--- config.mk ---
export PLATFORM = sky130hd
export DESIGN_NAME = divider_iter
export DESIGN_NICKNAME = d
export VERILOG_FILES = /design/src/rtl/div_pkg.sv /design/src/rtl/div_radix2_step.sv /design/src/rtl/divider_iter.sv
export SDC_FILE = /design/constraint.sdc
export NUM_CORES = 1
export LEC_CHECK = 0
export CAP_MARGIN = 25
export CORE_MARGIN = 2
export CORE_UTILIZATION = 54
export DETAILED_ROUTE_END_ITERATION = 10
export PLACE_DENSITY = 0.87
export SETUP_SLACK_MARGIN = 0.3
export SLEW_MARGIN = 25
export SYNTH_ARGS = -nofsm -noshare
export SYNTH_HDL_FRONTEND = slang
export SYNTH_SLANG_ARGS = --single-unit
export TNS_END_PERCENT = 1
--- constraint.sdc ---
create_clock -name clk -period 4.7 [get_ports clk]
set_input_delay 0.47 -clock clk [delete_from_list [all_inputs] [get_ports clk]]
set_output_delay 0.47 -clock clk [all_outputs]
set_load 0.02 [all_outputs]
--- src/rtl/div_pkg.sv ---
// div_pkg: FSM state type and elaboration helpers shared by divider_iter
package div_pkg;
  typedef enum logic [1:0] {IDLE, BUSY, DONE, FIX} state_t;
  function automatic bit k_legal(input int k, input int m);
    return (k == 1 || k == 2 || k == 4) && (m % k == 0);
  endfunction
  function automatic int cnt_w(input int iter);
    return iter > 1 ? $clog2(iter) : 1;
  endfunction
endpackage

--- src/rtl/div_radix2_step.sv ---
// div_radix2_step: one combinational restoring radix-2 division step
//   i_rem  partial remainder (always < i_div)
//   i_div  divisor
//   i_bit  next dividend bit, MSB first
//   o_rem  new partial remainder, o_q quotient bit
module div_radix2_step #(
  parameter int N = 14
) (
  input  logic [N-1:0] i_rem,
  input  logic [N-1:0] i_div,
  input  logic         i_bit,
  output logic [N-1:0] o_rem,
  output logic         o_q
);
  logic [N:0] w_sh;
  assign w_sh = {i_rem, i_bit};
  assign o_q = w_sh >= {1'b0, i_div};
  // when the subtract happens the result is below i_div, so N-bit wraparound is exact
  assign o_rem = o_q ? w_sh[N-1:0] - i_div : w_sh[N-1:0];
endmodule

--- src/rtl/divider_iter.sv ---
// divider_iter: handshaked iterative M/N-bit divider retiring K quotient bits per cycle
//   in_valid/in_ready/dividend/divisor   operand handshake, sampled on accept
//   out_valid/out_ready/quotient/remainder/div_by_zero   result handshake, held until taken
//   DIV_SIGNED_EN: two's complement operands, truncating division via an extra FIX cycle
module divider_iter
  import div_pkg::*;
#(
  parameter int M = 26,
  parameter int N = 14,
  parameter int K = 1
) (
  input  logic         clk,
  input  logic         rst,
  input  logic         in_valid,
  output logic         in_ready,
  input  logic [M-1:0] dividend,
  input  logic [N-1:0] divisor,
  output logic         out_valid,
  input  logic         out_ready,
  output logic [M-1:0] quotient,
  output logic [N-1:0] remainder,
  output logic         div_by_zero
);
  localparam int ITER = M / K;
  localparam int CW = cnt_w(ITER);
  if (!k_legal(K, M) || M < N || N < 2) begin : g_bad_param
    $error("divider_iter: K must be 1, 2 or 4 dividing M, and M >= N >= 2");
  end
  state_t         r_state;
  logic [CW-1:0]  r_cnt;
  logic [M-1:0]   r_quo;
  logic [N-1:0]   r_rem;
  logic [N-1:0]   r_dsr;
  logic           r_in_ready;
  logic           r_out_valid;
  logic           r_dbz;
  logic [M-1:0]   w_a_mag;
  logic [N-1:0]   w_b_mag;
  logic [M-1:0]   w_quo_nx;
  logic [K-1:0]   w_qb;
  logic [N-1:0]   w_rem [K+1];
`ifdef DIV_SIGNED_EN
  logic           r_neg_q;
  logic           r_neg_r;
  assign w_a_mag = dividend[M-1] ? -dividend : dividend;
  assign w_b_mag = divisor[N-1] ? -divisor : divisor;
`else
  assign w_a_mag = dividend;
  assign w_b_mag = divisor;
`endif
  // r_quo doubles as the dividend shift register: dividend bits leave at the top, quotient bits enter at the bottom
  assign w_rem[0] = r_rem;
  for (genvar i = 0; i < K; i++) begin : g_step
    div_radix2_step #(.N(N)) u_step (
      .i_rem(w_rem[i]),
      .i_div(r_dsr),
      .i_bit(r_quo[M-1-i]),
      .o_rem(w_rem[i+1]),
      .o_q  (w_qb[K-1-i])
    );
  end
  always_comb begin
    w_quo_nx = r_quo << K;
    w_quo_nx[K-1:0] = w_qb;
  end
  always_ff @(posedge clk or posedge rst)
    if (rst) begin
      r_state     <= IDLE;
      r_cnt       <= '0;
      r_quo       <= '0;
      r_rem       <= '0;
      r_dsr       <= '0;
      r_in_ready  <= 1'b1;
      r_out_valid <= 1'b0;
      r_dbz       <= 1'b0;
`ifdef DIV_SIGNED_EN
      r_neg_q     <= 1'b0;
      r_neg_r     <= 1'b0;
`endif
    end else begin
      case (r_state)
        IDLE: if (in_valid) begin
          r_in_ready <= 1'b0;
`ifdef DIV_SIGNED_EN
          r_neg_q <= dividend[M-1] ^ divisor[N-1];
          r_neg_r <= dividend[M-1];
`endif
          if (divisor == '0) begin
            r_quo   <= '1;
            r_rem   <= dividend[N-1:0];
            r_dbz   <= 1'b1;
            r_state <= DONE;
          end else begin
            r_quo   <= w_a_mag;
            r_rem   <= '0;
            r_dsr   <= w_b_mag;
            r_dbz   <= 1'b0;
            r_cnt   <= CW'(ITER - 1);
            r_state <= BUSY;
          end
        end
        BUSY: begin
          r_quo <= w_quo_nx;
          r_rem <= w_rem[K];
          if (r_cnt == '0) begin
`ifdef DIV_SIGNED_EN
            r_state <= FIX;
`else
            r_state     <= DONE;
            r_out_valid <= 1'b1;
`endif
          end else
            r_cnt <= r_cnt - 1'b1;
        end
`ifdef DIV_SIGNED_EN
        FIX: begin
          r_quo       <= r_neg_q ? -r_quo : r_quo;
          r_rem       <= r_neg_r ? -r_rem : r_rem;
          r_out_valid <= 1'b1;
          r_state     <= DONE;
        end
`endif
        // divide-by-zero arrives here with out_valid low and raises it one edge later
        DONE: if (!r_out_valid)
          r_out_valid <= 1'b1;
        else if (out_ready) begin
          r_out_valid <= 1'b0;
          r_in_ready  <= 1'b1;
          r_state     <= IDLE;
        end
        default: r_state <= IDLE;
      endcase
    end
  assign in_ready    = r_in_ready;
  assign out_valid   = r_out_valid;
  assign quotient    = r_quo;
  assign remainder   = r_rem;
  assign div_by_zero = r_dbz;
endmodule

## Yosys cells after proc, flatten, opt, wreduce, memory -nomap -nowiden

Cells that the tools add are included.

- Flip-flop bits (word level): 64
- Bits of input ports: 44
- Output and inout bits: 43
- Word-level logic and storage cells: 59

- $add $sub $neg: 2
- Order comparisons: 1
- Eq/ne operators: 8
- Muxes and demuxes: 26
- Bitwise logic cells: 1
- Reduce and logical (&&, ||, !) cells: 13

Operators by type and width:

| cell | number |
|---|---|
| $mux W26 | 2 |
| $pmux W26 S2 | 1 |
| $mux W14 | 3 |
| $pmux W14 S2 | 1 |
| $ge A15 B14 Y1 | 1 |
| $mux W5 | 3 |
| $logic_not A14 Y1 | 1 |
| $sub A14 B14 Y14 | 1 |
| $ne A2 B2 Y1 const B | 6 |
| $reduce_and A4 Y1 | 3 |
| $mux W2 | 5 |
| $pmux W5 S2 | 1 |
| $mux W1 | 7 |
| $pmux W2 S3 | 1 |
| $reduce_and A2 Y1 | 3 |
| $reduce_bool A2 Y1 | 3 |
| $logic_not A5 Y1 | 1 |
| $sub A5 B1 Y5 const B | 1 |
| $pmux W1 S2 | 2 |
| $reduce_and A3 Y1 | 1 |
| $eq A2 B1 Y1 const B | 1 |
| $eq A2 B2 Y1 const B | 1 |
| $logic_not A2 Y1 | 1 |
| $not A1 Y1 | 1 |

## Longest topological paths before layout

- Depth in word-level cells: 4
- Mapped depth: 11
- Depth with buffers taken out: 11

## Hierarchy

Synthesis repeated with hierarchy kept, for this count alone.

- Cells, all modules: 431
- Area, all modules: 4116.4 um^2

By module, submodules not included:

| module | instances | cells each | area each (um^2) | sequential area each (um^2) |
|---|---|---|---|---|
| divider_iter | 1 | 303 | 3091.7 | 1602.8 |
| div_radix2_step | 1 | 128 | 1024.7 | 0.0 |

## Worst setup path after synthesis

No wires, ideal clock.

- Path kind: register to register
- Start: register r_quo[25] (netlist: quotient[25])
- End: register r_rem[12] (netlist: remainder[12])
- Setup time: 0.125 ns
- Arrival time: 2.164 ns
- Required time: 4.575 ns
- Slack: 2.411 ns
- Stages on the path, launching flop included: 12
- Path buffers: 0
- Period minus slack after synthesis: 2.289 ns
- Path through: dfrtp_1 inv_1 ha_1 inv_1 fa_1 a211oi_1 o21bai_1 a41oi_1 o21ai_0 a21oi_1 xor2_1 o21ai_1

- Longest elaborated chain between the ends: 3
- Elaborated cells between the ends (all ways): 4
- Classes of those cells: add/sub (1); order compare (1); mux (2)

Ends and longest elaborated chain:

| element | RTL line | RTL |
|---|---|---|
| start, declared | divider_iter.sv:31 | `logic [M-1:0] r_quo;` |
| start signal, assigned | divider_iter.sv:94 | `r_quo <= w_a_mag;` |
| start signal, assigned | divider_iter.sv:103 | `r_quo <= w_quo_nx;` |
| $sub A14 B14 Y14 or $ge A15 B14 Y1 (tied branches) | div_radix2_step.sv:19, div_radix2_step.sv:17 |  |
| $mux W14 (*) | div_radix2_step.sv:19 | `assign o_rem = o_q ? w_sh[N-1:0] - i_div : w_sh[N-1:0];` |
| $pmux W14 S2 (*) | divider_iter.sv:81 | `case (r_state)` |
| end signal, assigned | divider_iter.sv:90 | `r_rem <= dividend[N-1:0];` |
| end signal, assigned | divider_iter.sv:104 | `r_rem <= w_rem[K];` |
| end, declared | divider_iter.sv:32 | `logic [N-1:0] r_rem;` |

Mark *: on every way between the ends. The rest lies on a longest branch, timed or not.
A chain may end at the register's enable or synchronous reset.

## Final worst setup path

- Start: register r_rem[5] (netlist: remainder[5])
- End: register r_rem[10] (netlist: remainder[10])

- Longest elaborated chain between the ends: 3
- Elaborated cells between the ends (all ways): 4
- Classes of those cells: add/sub (1); order compare (1); mux (2)

Ends and longest elaborated chain:

| element | RTL line |
|---|---|
| $sub A14 B14 Y14 or $ge A15 B14 Y1 (tied branches) | div_radix2_step.sv:19, div_radix2_step.sv:17 |
| $mux W14 (*) | div_radix2_step.sv:19 |
| $pmux W14 S2 (*) | divider_iter.sv:81 |

Marks and branches as above.

==> metrics <==
fin crit share=58.1%; post-synthesis register bit count=64; Slew @ Worst Pin=0.818 ns; root buffer cell=clkbuf_8; final WL=9880 µm; antenna cells=0; Post-synth EDFFs=0; remaining antenna violation count=0; synth unique cells=52; GRT Resource Usage Total=27.8%; initial core utilization=54.9%; deepest clock path buffer count=2; Critical Path AT=2.95 ns; Rows=30; Tmin final=2.73 ns; status=finished clean; achievable frequency=0.366 GHz; Ports=87; met3 GRT Util=4.29%; R2R Path Start=remainder[5]; drt via density=5.98; Synth Cell Area=0.00369 mm²; Syn. warnings=0; Fin. Hold Viols=0; share of layout cells above drive strength 1=8.14%; Setup WS pre-CTS=1.71 ns; DRT Pass-1 Iters=4; clk_skew=0.0128 ns; LEAKAGE=2.00 nW; vias=3,345; GP Congestion=0.875; cts hold-fix bufs=0; top post-synthesis cells by area=dfrtp_1 (43%), ha_1 (5.8%), o31ai_1 (5.5%); grt peak-use layer=met2; number of DRC violations after detailed-routing iteration 0=229; RSZ-0062 raised after global routing=false; first-pass GRT wire length=16,400 µm; syn nets=461; Primary FF master, synth=dfrtp_1; vias in the first global route=3,373; final hold slack=0.517 ns; Total Neg Setup Slack=0 ns; CTS Buf Count=9; Clk Latency, worst-skew pair=0.35 ns; Core Region=0.00672 mm²; Clk pin slew, worst setup/hold paths=0.07 ns; most common cell in the netlist=dfrtp_1; H-tree Lvls=3; worst vdd ir=519 µV; initial antenna violation count=0; Post-Synthesis Cells=399; worst hold path class=reg2reg; most common library cells after synthesis=dfrtp_1 (63), nand2_1 (43), nor2_1 (38), nor3_1 (27), o31ai_1 (27); drt drc=0; Clock Sinks=64; leading area contributor after synthesis=dfrtp_1; met2 usage=46.1%; Max Cap Violations=0; CP Max Fanout=15; M1 GR Usage=36.6%; asr flop ratio synth=100%; Finish-stage setup viols=0; placed inst area=0.00456 mm²; Final Max Tran Viols=0; Syn Area/Cell=9.24 µm²; Die Area=0.00751 mm²; crit path capture type=register; largest net degree at the start of global routing=68; setup ws final=1.97 ns; Tot Pwr=4.11 mW; CTS tree=built; Synth top area share=42.7%; # resized after CTS=0; PD cells=860 mW/mm²; Final HPWL DP=6820 µm; die width=86.6 µm; CP required=4.92 ns; Max-slew headroom=45.5%; DIE HEIGHT=86.6 µm; Hold Crit Start=r_dsr[10]; Synth-to-Final Area Change=29.6%; drt wl/cell=17.7 µm; Congestion Overflow GR=0; net count reported at finish=536; crit path launch type=register; WS Path Type=reg2reg; PortBufs=86; cell area after layout=0.00478 mm²; crit path from=remainder[5]; post-CTS setup buffer count=0; Seq/Total Area, Yosys=43.5%
sequential cells by signal, indices dropped and copies added (netlist names):
signal       flops
quotient        26
remainder       14
in_ready         1
div_by_zero      1
r_dsr           14
r_state          2
out_valid        1
r_cnt            5
routing by layer:
metal / wire [µm] / part of all wire [%]
met1: 4190 / 42
met2: 4950 / 50
met3: 509 / 5.2
met4: 221 / 2.2
met5: 0 / 0
worst paths after layout:
path	to	slack (ns)	cells past startpoint
max in group asynchronous	r_cnt[4]	3.48	3
max reg2reg	remainder[10]	1.97	8
max	remainder[10]	1.97	8
min reg2reg	r_dsr[10]	0.52	1
min in group asynchronous	quotient[4]	0.67	3
min	r_dsr[10]	0.52	1
metrics by stage:
| stage | utilization, % | std cells |
|---|---|---|
| floorplan | - | 399 |
| CTS | 71.1 | 559 |
| finish | 71.2 | 559 |
| global placement | 67.9 | 543 |
| detailed placement | 67.9 | 543 |
| global route | 71.2 | 559 |
final cells by class:
type                    count  area (µm²)
inverters                  22        82.6
multi-input cells         287        1890
well taps                  80         100
clock buffers              10         138
fillers                   515        1940
flip-flops and latches     64        1600
clock inverters             6        82.6
repair buffers             90         891
cell families after synthesis:
kind of cell,Yosys count,share of synthesized area (%)
xor gates and xnor gates,14,3.32
and+or+nand+nor,136,17.1
muxes,19,5.53
AOI/OAI and AO/OA,100,18.7
adders and majority gates,18,6.31
buffers and inverters,48,5.56
DFF,64,43.5
power breakdown:
group	internal [mW]	total [mW]	switching [mW]
clock	0.310	0.532	0.222
combinational	1.11	2.48	1.37
sequential	0.841	1.10	0.259
placed cells by master, fill, tap and decap left out, types with 10 or more instances in the layout:
master           count
a22oi_1             10
nand2_1             43
nor3_1              27
clkdlybuf4s50_1     86
o31ai_1             27
o21ai_1             12
a21oi_1             13
ha_1                17
dfrtp_1             63
inv_1               21
clkbuf_8            10
nor2_1              38
mux2_2              11
o21ai_0             10
critical path: stages, from the launching register on:
cell      delay (ns)
dfrtp_1         0.44
ha_1            0.44
nand4_2         0.18
a211oi_2        0.28
nor3_2          0.12
o31ai_4         0.63
inv_1           0.21
a31oi_1         0.22
o21ai_1         0.09
No activity file was read; power rests on OpenSTA's default activity.
